## src/rtl/fetch_pkg.sv

```systemverilog
// Shared types and constants for the instruction fetch unit.
//   NOP_INSTR     : canonical RV32I NOP (addi x0, x0, 0) shown when no entry is valid
//   fetch_entry_t : one fetched {pc, instr} pair held in the fetch buffer
package fetch_pkg;

    localparam logic [31:0] NOP_INSTR = 32'h0000_0013;

    typedef struct packed {
        logic [31:0] pc;
        logic [31:0] instr;
    } fetch_entry_t;

endpackage

```

## src/rtl/fetch_buffer.sv

```systemverilog
// Small FIFO of fetch entries between the ROM requester and decode.
//   clk, rst_n : clock and asynchronous active-low reset
//   push_i     : write wdata_i (accepted when not full, or when full and popping)
//   pop_i      : drop the head entry (ignored when empty)
//   flush_i    : discard all entries; overrides push and pop
//   wdata_i    : entry to write
//   rdata_o    : head entry (undefined contents when empty_o)
//   full_o     : DEPTH entries held
//   empty_o    : no entries held
module fetch_buffer
    import fetch_pkg::*;
#(
    parameter int unsigned DEPTH = 2
) (
    input  logic         clk,
    input  logic         rst_n,
    input  logic         push_i,
    input  logic         pop_i,
    input  logic         flush_i,
    input  fetch_entry_t wdata_i,
    output fetch_entry_t rdata_o,
    output logic         full_o,
    output logic         empty_o
);

    localparam int unsigned PtrW = $clog2(DEPTH);
    localparam int unsigned CntW = PtrW + 1;

    fetch_entry_t            mem_q [DEPTH];
    logic [PtrW-1:0]         wr_ptr_q, wr_ptr_d;
    logic [PtrW-1:0]         rd_ptr_q, rd_ptr_d;
    logic [CntW-1:0]         count_q, count_d;
    logic                    push_en;
    logic                    pop_en;

    assign full_o  = (count_q == CntW'(DEPTH));
    assign empty_o = (count_q == '0);
    assign rdata_o = mem_q[rd_ptr_q];

    // A pop frees the slot in the same cycle, so a full buffer can still accept.
    assign pop_en  = pop_i & ~empty_o & ~flush_i;
    assign push_en = push_i & (~full_o | pop_en) & ~flush_i;

    always_comb begin
        wr_ptr_d = wr_ptr_q;
        rd_ptr_d = rd_ptr_q;
        count_d  = count_q;
        if (flush_i) begin
            wr_ptr_d = '0;
            rd_ptr_d = '0;
            count_d  = '0;
        end else begin
            // Power-of-two depth: pointers wrap by natural overflow.
            if (push_en) wr_ptr_d = wr_ptr_q + PtrW'(1);
            if (pop_en)  rd_ptr_d = rd_ptr_q + PtrW'(1);
            unique case ({push_en, pop_en})
                2'b10:   count_d = count_q + CntW'(1);
                2'b01:   count_d = count_q - CntW'(1);
                default: count_d = count_q;
            endcase
        end
    end

    always_ff @(posedge clk or negedge rst_n) begin
        if (!rst_n) begin
            wr_ptr_q <= '0;
            rd_ptr_q <= '0;
            count_q  <= '0;
        end else begin
            wr_ptr_q <= wr_ptr_d;
            rd_ptr_q <= rd_ptr_d;
            count_q  <= count_d;
        end
    end

    // Payload storage needs no reset: validity is tracked by count_q alone.
    always_ff @(posedge clk) begin
        if (push_en) mem_q[wr_ptr_q] <= wdata_i;
    end

endmodule

```

## src/rtl/instr_fetch_unit.sv

```systemverilog
// Instruction fetch unit: owns the fetch PC, addresses the combinational instruction ROM,
// buffers {pc, instr} pairs and presents them to decode over valid/ready. Execute redirects
// it on taken branches and jumps.
//   clk, rst_n      : clock and asynchronous active-low reset
//   imem_addr       : ROM word address (fetch PC bits [ADDR_WIDTH+1:2])
//   imem_data       : ROM instruction for imem_addr
//   redirect_valid  : flush the buffer and restart fetching at redirect_pc
//   redirect_pc     : redirect target byte address (bits [1:0] ignored)
//   if_valid        : head entry valid to decode
//   if_ready        : decode accepts the head entry this cycle
//   if_pc, if_instr : head entry; 0 / NOP when the buffer is empty
module instr_fetch_unit
    import fetch_pkg::*;
#(
    parameter int unsigned ADDR_WIDTH = 5,
    parameter logic [31:0] RESET_PC   = 32'h0000_0000,
    parameter int unsigned BUF_DEPTH  = 2
) (
    input  logic                  clk,
    input  logic                  rst_n,
    output logic [ADDR_WIDTH-1:0] imem_addr,
    input  logic [31:0]           imem_data,
    input  logic                  redirect_valid,
    input  logic [31:0]           redirect_pc,
    output logic                  if_valid,
    input  logic                  if_ready,
    output logic [31:0]           if_pc,
    output logic [31:0]           if_instr
);

    logic [31:0]  fetch_pc_q, fetch_pc_d;
    logic         push;
    logic         pop;
    logic         buf_full;
    logic         buf_empty;
    fetch_entry_t buf_wdata;
    fetch_entry_t buf_head;
    logic         unused_redirect_lsb;

    // Targets are word aligned; the byte offset bits are dropped.
    assign unused_redirect_lsb = ^redirect_pc[1:0];

    // Upper PC bits are truncated, so high PCs alias low ROM words.
    assign imem_addr = fetch_pc_q[ADDR_WIDTH+1:2];

    assign pop  = if_valid & if_ready;
    assign push = ~redirect_valid & (~buf_full | pop);

    assign buf_wdata.pc    = fetch_pc_q;
    assign buf_wdata.instr = imem_data;

    always_comb begin
        fetch_pc_d = fetch_pc_q;
        if (redirect_valid) begin
            fetch_pc_d = {redirect_pc[31:2], 2'b00};
        end else if (push) begin
            fetch_pc_d = fetch_pc_q + 32'd4;
        end
    end

    always_ff @(posedge clk or negedge rst_n) begin
        if (!rst_n) begin
            fetch_pc_q <= RESET_PC;
        end else begin
            fetch_pc_q <= fetch_pc_d;
        end
    end

    fetch_buffer #(
        .DEPTH (BUF_DEPTH)
    ) u_fetch_buffer (
        .clk     (clk),
        .rst_n   (rst_n),
        .push_i  (push),
        .pop_i   (pop),
        .flush_i (redirect_valid),
        .wdata_i (buf_wdata),
        .rdata_o (buf_head),
        .full_o  (buf_full),
        .empty_o (buf_empty)
    );

    always_comb begin
        if_valid = ~buf_empty;
        if_pc    = 32'h0000_0000;
        if_instr = NOP_INSTR;
        if (!buf_empty) begin
            if_pc    = buf_head.pc;
            if_instr = buf_head.instr;
        end
    end

endmodule
```

## config.mk

```make
export PLATFORM = sky130hd
export DESIGN_NAME = instr_fetch_unit
export DESIGN_NICKNAME = d
export VERILOG_FILES = /design/src/rtl/fetch_pkg.sv /design/src/rtl/fetch_buffer.sv /design/src/rtl/instr_fetch_unit.sv
export SDC_FILE = /design/constraint.sdc
export NUM_CORES = 1
export LEC_CHECK = 0
export ABC_AREA = 1
export CAP_MARGIN = 10
export CELL_PAD_IN_SITES_DETAIL_PLACEMENT = 1
export CELL_PAD_IN_SITES_GLOBAL_PLACEMENT = 2
export CORE_ASPECT_RATIO = 1.2
export CORE_UTILIZATION = 29
export CTS_BUF_LIST = sky130_fd_sc_hd__clkbuf_16
export CTS_CLUSTER_DIAMETER = 30
export DETAILED_ROUTE_END_ITERATION = 7
export GPL_TIMING_DRIVEN = 0
export PLACE_DENSITY = 0.79
export SYNTH_ARGS = -nofsm -noshare
export SYNTH_HDL_FRONTEND = slang
export SYNTH_SLANG_ARGS = --single-unit
```

## constraint.sdc

```tcl
create_clock -name clk -period 4 [get_ports clk]
set_clock_uncertainty 0.05 [all_clocks]
set_input_delay 0.8 -clock clk [delete_from_list [all_inputs] [get_ports clk]]
set_output_delay 0.8 -clock clk [all_outputs]
set_load 0.01 [all_outputs]
```

==> results of run 1 <==
sequential cells by signal (all words and copies together) (netlist names):
register and flops:
fetch_pc_q 30, u_fetch_buffer.count_q 2, u_fetch_buffer.mem_q 124, u_fetch_buffer.rd_ptr_q 1, u_fetch_buffer.wr_ptr_q 1
through the flow:
step / setup slack, ns / util, % / power [uW] / hold slack [ns]
final: 0.531 / 40.0 / 6320 / 0.293
after global routing: 0.305 / 40.0 / 6690 / 0.290
after CTS: 0.389 / 40.0 / 6440 / 0.280
after detailed placement: 0.781 / 37.4 / 4720 / 0.476
after global placement: -1.04 / 36.9 / 4630 / 0.428
after floorplan: 0.765 / - / 3430 / 0.409
worst max-delay path: stages, from the launching register on:
cell and delay [ns]:
dfrtp_1 0.35, clkbuf_1 0.26, inv_2 0.30, buf_1 0.44
nor2_1 0.11, nor2_1 0.16, clkdlybuf4s50_1 0.58
worst max-delay path by stage:
stage                                             start                                     to  slack [ns]  cells past startpoint
finish              u_fetch_buffer.rd_ptr_q$_DFFE_PN0P_                               if_pc[9]        0.53                      6
global route        u_fetch_buffer.rd_ptr_q$_DFFE_PN0P_                               if_pc[9]        0.31                      6
CTS                 u_fetch_buffer.rd_ptr_q$_DFFE_PN0P_                               if_pc[9]        0.39                      6
detailed placement                             if_ready  u_fetch_buffer.mem_q[0][58]$_DFFE_PP_        0.78                      8
global placement                               if_ready   u_fetch_buffer.mem_q[1][6]$_DFFE_PP_       -1.04                      6
floorplan                                      if_ready   u_fetch_buffer.mem_q[0][0]$_DFFE_PP_        0.76                      5
layout by cell type, fill, tap and decap left out, types with 3 or more instances in the layout:
master	n
a21oi_1	7
buf_12	3
buf_4	9
bufinv_16	4
clkbuf_1	21
clkbuf_16	17
clkdlybuf4s50_1	131
clkinv_4	3
dfrtp_1	34
edfxtp_1	124
ha_1	3
inv_1	31
inv_2	5
nand2_1	134
nand2_2	12
nand2_4	3
nand3_1	40
nand3_2	4
nand4_1	5
nor2_1	148
nor2_2	9
nor2_4	13
o211ai_1	4
o21ai_0	69
o21bai_1	3
xor2_1	6
metal layers:
layer | share of wire [%] | vias to the layer above | global-route usage [%]
met1 | 43 | 2624 | 19.2
met4 | 1.1 | 0 | 4.17
met2 | 54 | 85 | 30.3
met5 | 0 | - | 0
li1 | - | 2653 | -
met3 | 2.2 | 13 | 3.02
cell type report:
class                   count  area share, %
flip-flops and latches    158           47.6
plain buffers              35           2.02
clock inverters            15           2.02
repair buffers            137           14.9
inverters                  36           1.51
well taps                 320           4.16
clock buffers              17           4.42
multi-input cells         472           23.4
kinds of logic after synthesis:
kind of cell               after synthesis  share of synthesized area, %
other                                    1                        0.0525
xor gates and xnor gates                 8                         0.980
and+or+nand+nor                        371                          23.1
DFF                                    158                          64.0
adders and majority gates                3                         0.525
AOI/OAI and AO/OA                       88                          6.65
buffers and inverters                   71                          4.74
power groups by stage:
stage          Sequential [uW]  Clock [uW]  Combinational, uW
2_1_floorplan             2340           0               1090
3_3_place_gp              2410           0               2220
3_5_place_dp              2410           0               2310
4_1_cts                   2380        1740               2320
5_1_grt                   2410        1790               2480
6_report                  2370        1690               2260
==> results.md, run 1 <==
* Fmax at 0.288 GHz
* Fin crit period at 3.47 ns
* Clock transition at the registers of the reported paths at 0.06 ns
* Core Area at 24,000 sq um
* Post-CTS Setup Bufs at 0
* GPL Wtd Cong at 0.766
* Drt pass-1 iters at 4
* Tightest Hold Check Type: in -> async
* # diodes at 0
* Power per standard cell area at 657 nW/um^2
* Ports at 138
* Post-cts sizing count at 0
* Area leader, netlist: edfxtp_1
* RSZ-0062 raised after global routing: no
* Synth area leaders: edfxtp_1 52%, dfrtp_1 12%, nor2_1 7.9%
* Chip Height at 174 um
* Reg2reg end: u_fetch_buffer.mem_q[0][59]$_DFFE_PP_
* Sink Count at 158
* DIE WIDTH at 145 um
* Htree depth at 4
* Inst Count DP at 1,158
* FFs w/ async S/R, synth at 21.5%
* Setup TNS at 0 ns
* Max Slew Vio Count at 0
* Final nets at 928
* Max Cap Violations at 0
* VDD IR max at 0.296 mV
* Post-synth EDFFs at 124
* Detailed router's first-iteration violation count at 195
* R2R Path Start: u_fetch_buffer.count_q[0]$_DFFE_PN0P_
* Fraction of layout cells with a size suffix above 1 at 11.3%
* Port bufs at 132
* R2R depth at 10
* GRT Overall Usage at 16.3%
* Combinational fraction of design power at 35.7%
* Post-route ant nets at 0
* Syn Area/Cell at 10.2 sq um
* Worst skew pair latency at 0.42 ns
* Part of the cycle the worst path needs at 86.7%
* Filler instances at 2,714
* Starting Density at 29.7%
* Unique cell type count in the Yosys netlist at 37
* Initial antenna violation count at 0
* Num CTS Buffers at 17
* Top_reg_cell synth: edfxtp_1
* Endpoints failing setup at 0
* Int Pwr at 4230 uW
* Final WL at 19.9 mm
* Slew Limit Headroom at 51.9%
* Cells after synthesis at 700
* Vias in the first global route at 5,681
* Required time of the worst setup path at 3.15 ns
* CTS tree: built
* Leakage power at 0.00362 uW
* Layout Cells excl Fill at 1,190
* Post-DP Area at 9000 sq um
* Clock network power share at 26.7%
* Number of synthesized register bits at 158
* Sw Share at 33.0%
* Full die area at 25,300 sq um
* Reg-to-reg setup timing slack at 1.21 ns
* Endpoints failing hold at 0
* Fin area at 9620 sq um
* Seq. cell area at 4570 sq um
* Largest net degree at the start of global routing at 35
* Reg power frac at 37.5%
* CP Data Arrival Time at 2.62 ns
* Top cells by count, synth: 150 x nor2_1, 134 x nand2_1, 124 x edfxtp_1
* Kind of critical path: reg -> out
* Vias/cell at 4.52
* Switch Pwr at 2080 uW
* Hpwl dp at 14.5 mm
* Worst Tran Pin Value at 0.719 ns
* Residual DRC at 0
* Overflow after GRT at 0
* Worst setup SP type: flop
* Hold_buf cts at 0
* # rows at 62
* WL/cell at 16.8 um
* Cell area after synthesis at 7150 sq um
* Yosys top cell area share at 52.1%
* CTS Root Cell: clkbuf_16
* Area of the multi-input gates at 2250 sq um
* Crit. End Element: output pin
* Vias post-DR at 5,375
* Sequential area share after synthesis at 64.0%
* Crit-path max FO at 10
* Clock Tree Buf Depth at 2
* Area delta synth->final at 34.5%
* Synth Warn # at 0
* Outcome: complete, no violations
* Count leader, synth: nor2_1
* First-pass GRT wire length at 31.3 mm
(Power assumes the default switching activity.)
==> run 2, diff against run 1 <==
GPL_ROUTABILITY_DRIVEN = 0   (was unset)
==> results of run 2 <==
The final DEF is identical to that of run 1; final timing and power are the same.
==> run 3, diff against run 2 <==
CORE_UTILIZATION = 33   (was 29)
PLACE_DENSITY = 0.84   (was 0.79)
SLEW_MARGIN = 25   (was unset)
clock period = 3.72 ns   (was 4 ns; I/O delays follow)
==> run 3 against run 2 <==
Via count rose by 0.32%. Global-route usage up 1.9 points. Combinational power grew 8%. Register-to-register slack improved by 0.06 ns. Count of clock-buffer cells in the layout stayed put. Core utilization grew 5.2 points. Critical endpoint is now if_instr[25].
==> results.md, run 3 (synthesis gave the netlist of run 1 again) <==
* Required time of the worst setup path at 2.93 ns
* Residual DRC at 0
* Layout Cells excl Fill at 1,142
* Post-DP Area at 8980 sq um
* Worst skew pair latency at 0.42 ns
* Post-cts sizing count at 0
* Outcome: complete, no violations
* Max Cap Violations at 0
* Starting Density at 33.9%
* CP Data Arrival Time at 2.56 ns
* Max Slew Vio Count at 0
* Slew Limit Headroom at 58.3%
* Final nets at 930
* Commonest non-fill, non-tap cell in the layout: nor2_1
* Filler instances at 2,343
* # rows at 58
* Reg power frac at 38.3%
* Num CTS Buffers at 17
* First-pass GRT wire length at 30.5 mm
* Htree depth at 4
* Crit-path max FO at 10
* Tightest Hold Check Type: in -> async
* Final WL at 19.4 mm
* Fin area at 9550 sq um
* Worst setup SP type: flop
* Leakage power at 0.00360 uW
* Met3 WL post-DR at 582 um
* Overflow after GRT at 0
* Port bufs at 132
* Core Area at 21,100 sq um
* CTS Root Cell: clkbuf_16
* Clock network power share at 24.8%
* Sink Count at 158
* Most frequent cells in the layout: 148 x nor2_1, 134 x nand2_1, 131 x clkdlybuf4s50_1
* Clock transition at the registers of the reported paths at 0.06 ns
* Inst Count DP at 1,110
* CTS tree: built
* GRT Overall Usage at 18.2%
* Detailed router's first-iteration violation count at 190
* Biggest register: u_fetch_buffer.mem_q
* Largest register FFs at 124
* Clock Tree Buf Depth at 2
* Largest net degree at the start of global routing at 25
* Hpwl dp at 14.3 mm
* Endpoints failing hold at 0
* Chip Height at 163 um
* Met2 wire len at 10.3 mm
* Crit. End Element: output pin
* WL/cell at 17.0 um
* Fin crit period at 3.35 ns
* Vias in the first global route at 5,585
* Hold_buf cts at 0
* Post-route ant nets at 0
* VDD IR max at 0.331 mV
* Int Pwr at 4380 uW
* Part of the cycle the worst path needs at 90.1%
* Hold WS at 0.171 ns
* Vias post-DR at 5,392
* Initial antenna violation count at 0
* DIE WIDTH at 136 um
* Combinational fraction of design power at 36.9%
* RSZ-0062 raised after global routing: no
* Endpoints failing setup at 0
* Post-CTS Setup Bufs at 0
* Area delta synth->final at 33.5%
* Fmax at 0.298 GHz
* Drt pass-1 iters at 4
* Sw Share at 34.2%
* Kind of critical path: reg -> out
* Top Registers: u_fetch_buffer.mem_q: 124 flops, fetch_pc_q: 30 flops, u_fetch_buffer.count_q: 2 flops
* Vias/cell at 4.72
* Fraction of layout cells with a size suffix above 1 at 11.7%
* Full die area at 22,300 sq um
* Max Used Layer: met4
* # diodes at 0
* Worst Tran Pin Value at 0.626 ns
* Wl on met1 at 8.34 mm
* Power per standard cell area at 697 nW/um^2
* Switch Pwr at 2280 uW
* Ports at 138
==> run 3: cell types whose count changed in the layout (fill, tap and decap cells not counted) <==
cell	delta
bufinv_16	-3
inv_1	-2
buf_12	+1
buf_16	+1
clkinv_2	+1
clkinv_4	+1
clkinvlp_4	+1
inv_6	+1
inv_8	+1
==> run 3: area by class of cell <==
class                      count  area [sq um]  share of cell area (%)
buffer                        35           194                    2.03
clock buffer                  17           425                    4.46
clock inverter                15           138                    1.44
inverter                      36           145                    1.52
multi-input combinational    472          2250                    23.6
sequential                   158          4570                    47.9
tap                          270           338                    3.54
timing repair buffer         139          1480                    15.5
==> run 3: per-stage QoR <==
stage / power (uW) / setup WS (ns) / setup TNS [ns] / utilization, %
2_1_floorplan: 3690 / 0.541 / 0 / -
3_3_place_gp: 4960 / -1.25 / -153.54 / 41.8
3_5_place_dp: 5090 / 0.727 / 0 / 42.5
4_1_cts: 6760 / 0.252 / 0 / 45.2
5_1_grt: 7050 / 0.140 / 0 / 45.2
6_report: 6660 / 0.368 / 0 / 45.2
==> run 3: worst paths after layout <==
kind | cells after the start | startpoint | slack, ns | to
max | 7 | u_fetch_buffer.count_q[0]$_DFFE_PN0P_ | 0.37 | if_instr[25]
max reg2reg | 10 | u_fetch_buffer.count_q[0]$_DFFE_PN0P_ | 1.27 | u_fetch_buffer.mem_q[1][53]$_DFFE_PP_
min reg2reg | 1 | u_fetch_buffer.count_q[0]$_DFFE_PN0P_ | 0.46 | u_fetch_buffer.count_q[0]$_DFFE_PN0P_
min | 1 | rst_n | 0.17 | fetch_pc_q[17]$_DFFE_PN0N_
min in group clk | 1 | u_fetch_buffer.count_q[0]$_DFFE_PN0P_ | 0.46 | u_fetch_buffer.count_q[0]$_DFFE_PN0P_
max in group asynchronous | 2 | rst_n | 2.99 | u_fetch_buffer.rd_ptr_q$_DFFE_PN0P_
==> run 3: per-layer routing <==
layer	vias to the layer above	track usage [%]
met4	0	4.60
li1	2665	-
met5	-	0
met2	91	32.9
met1	2625	22.4
met3	11	2.95
==> run 3: worst max-delay path, cell delays in order (launching register included) <==
cell	delay, ns
dfrtp_1	0.38
inv_1	0.07
ha_1	0.20
inv_2	0.20
clkbuf_1	0.41
o21ai_0	0.20
nor2_1	0.12
clkdlybuf4s50_1	0.56
==> run 3: power groups by stage <==
stage                     clock, uW  sequential [uW]  combinational [uW]
after global placement            0             2590                2360
final                          1650             2550                2450
after detailed placement          0             2580                2500
after floorplan                   0             2520                1170
after CTS                      1700             2550                2520
after global routing           1750             2590                2720
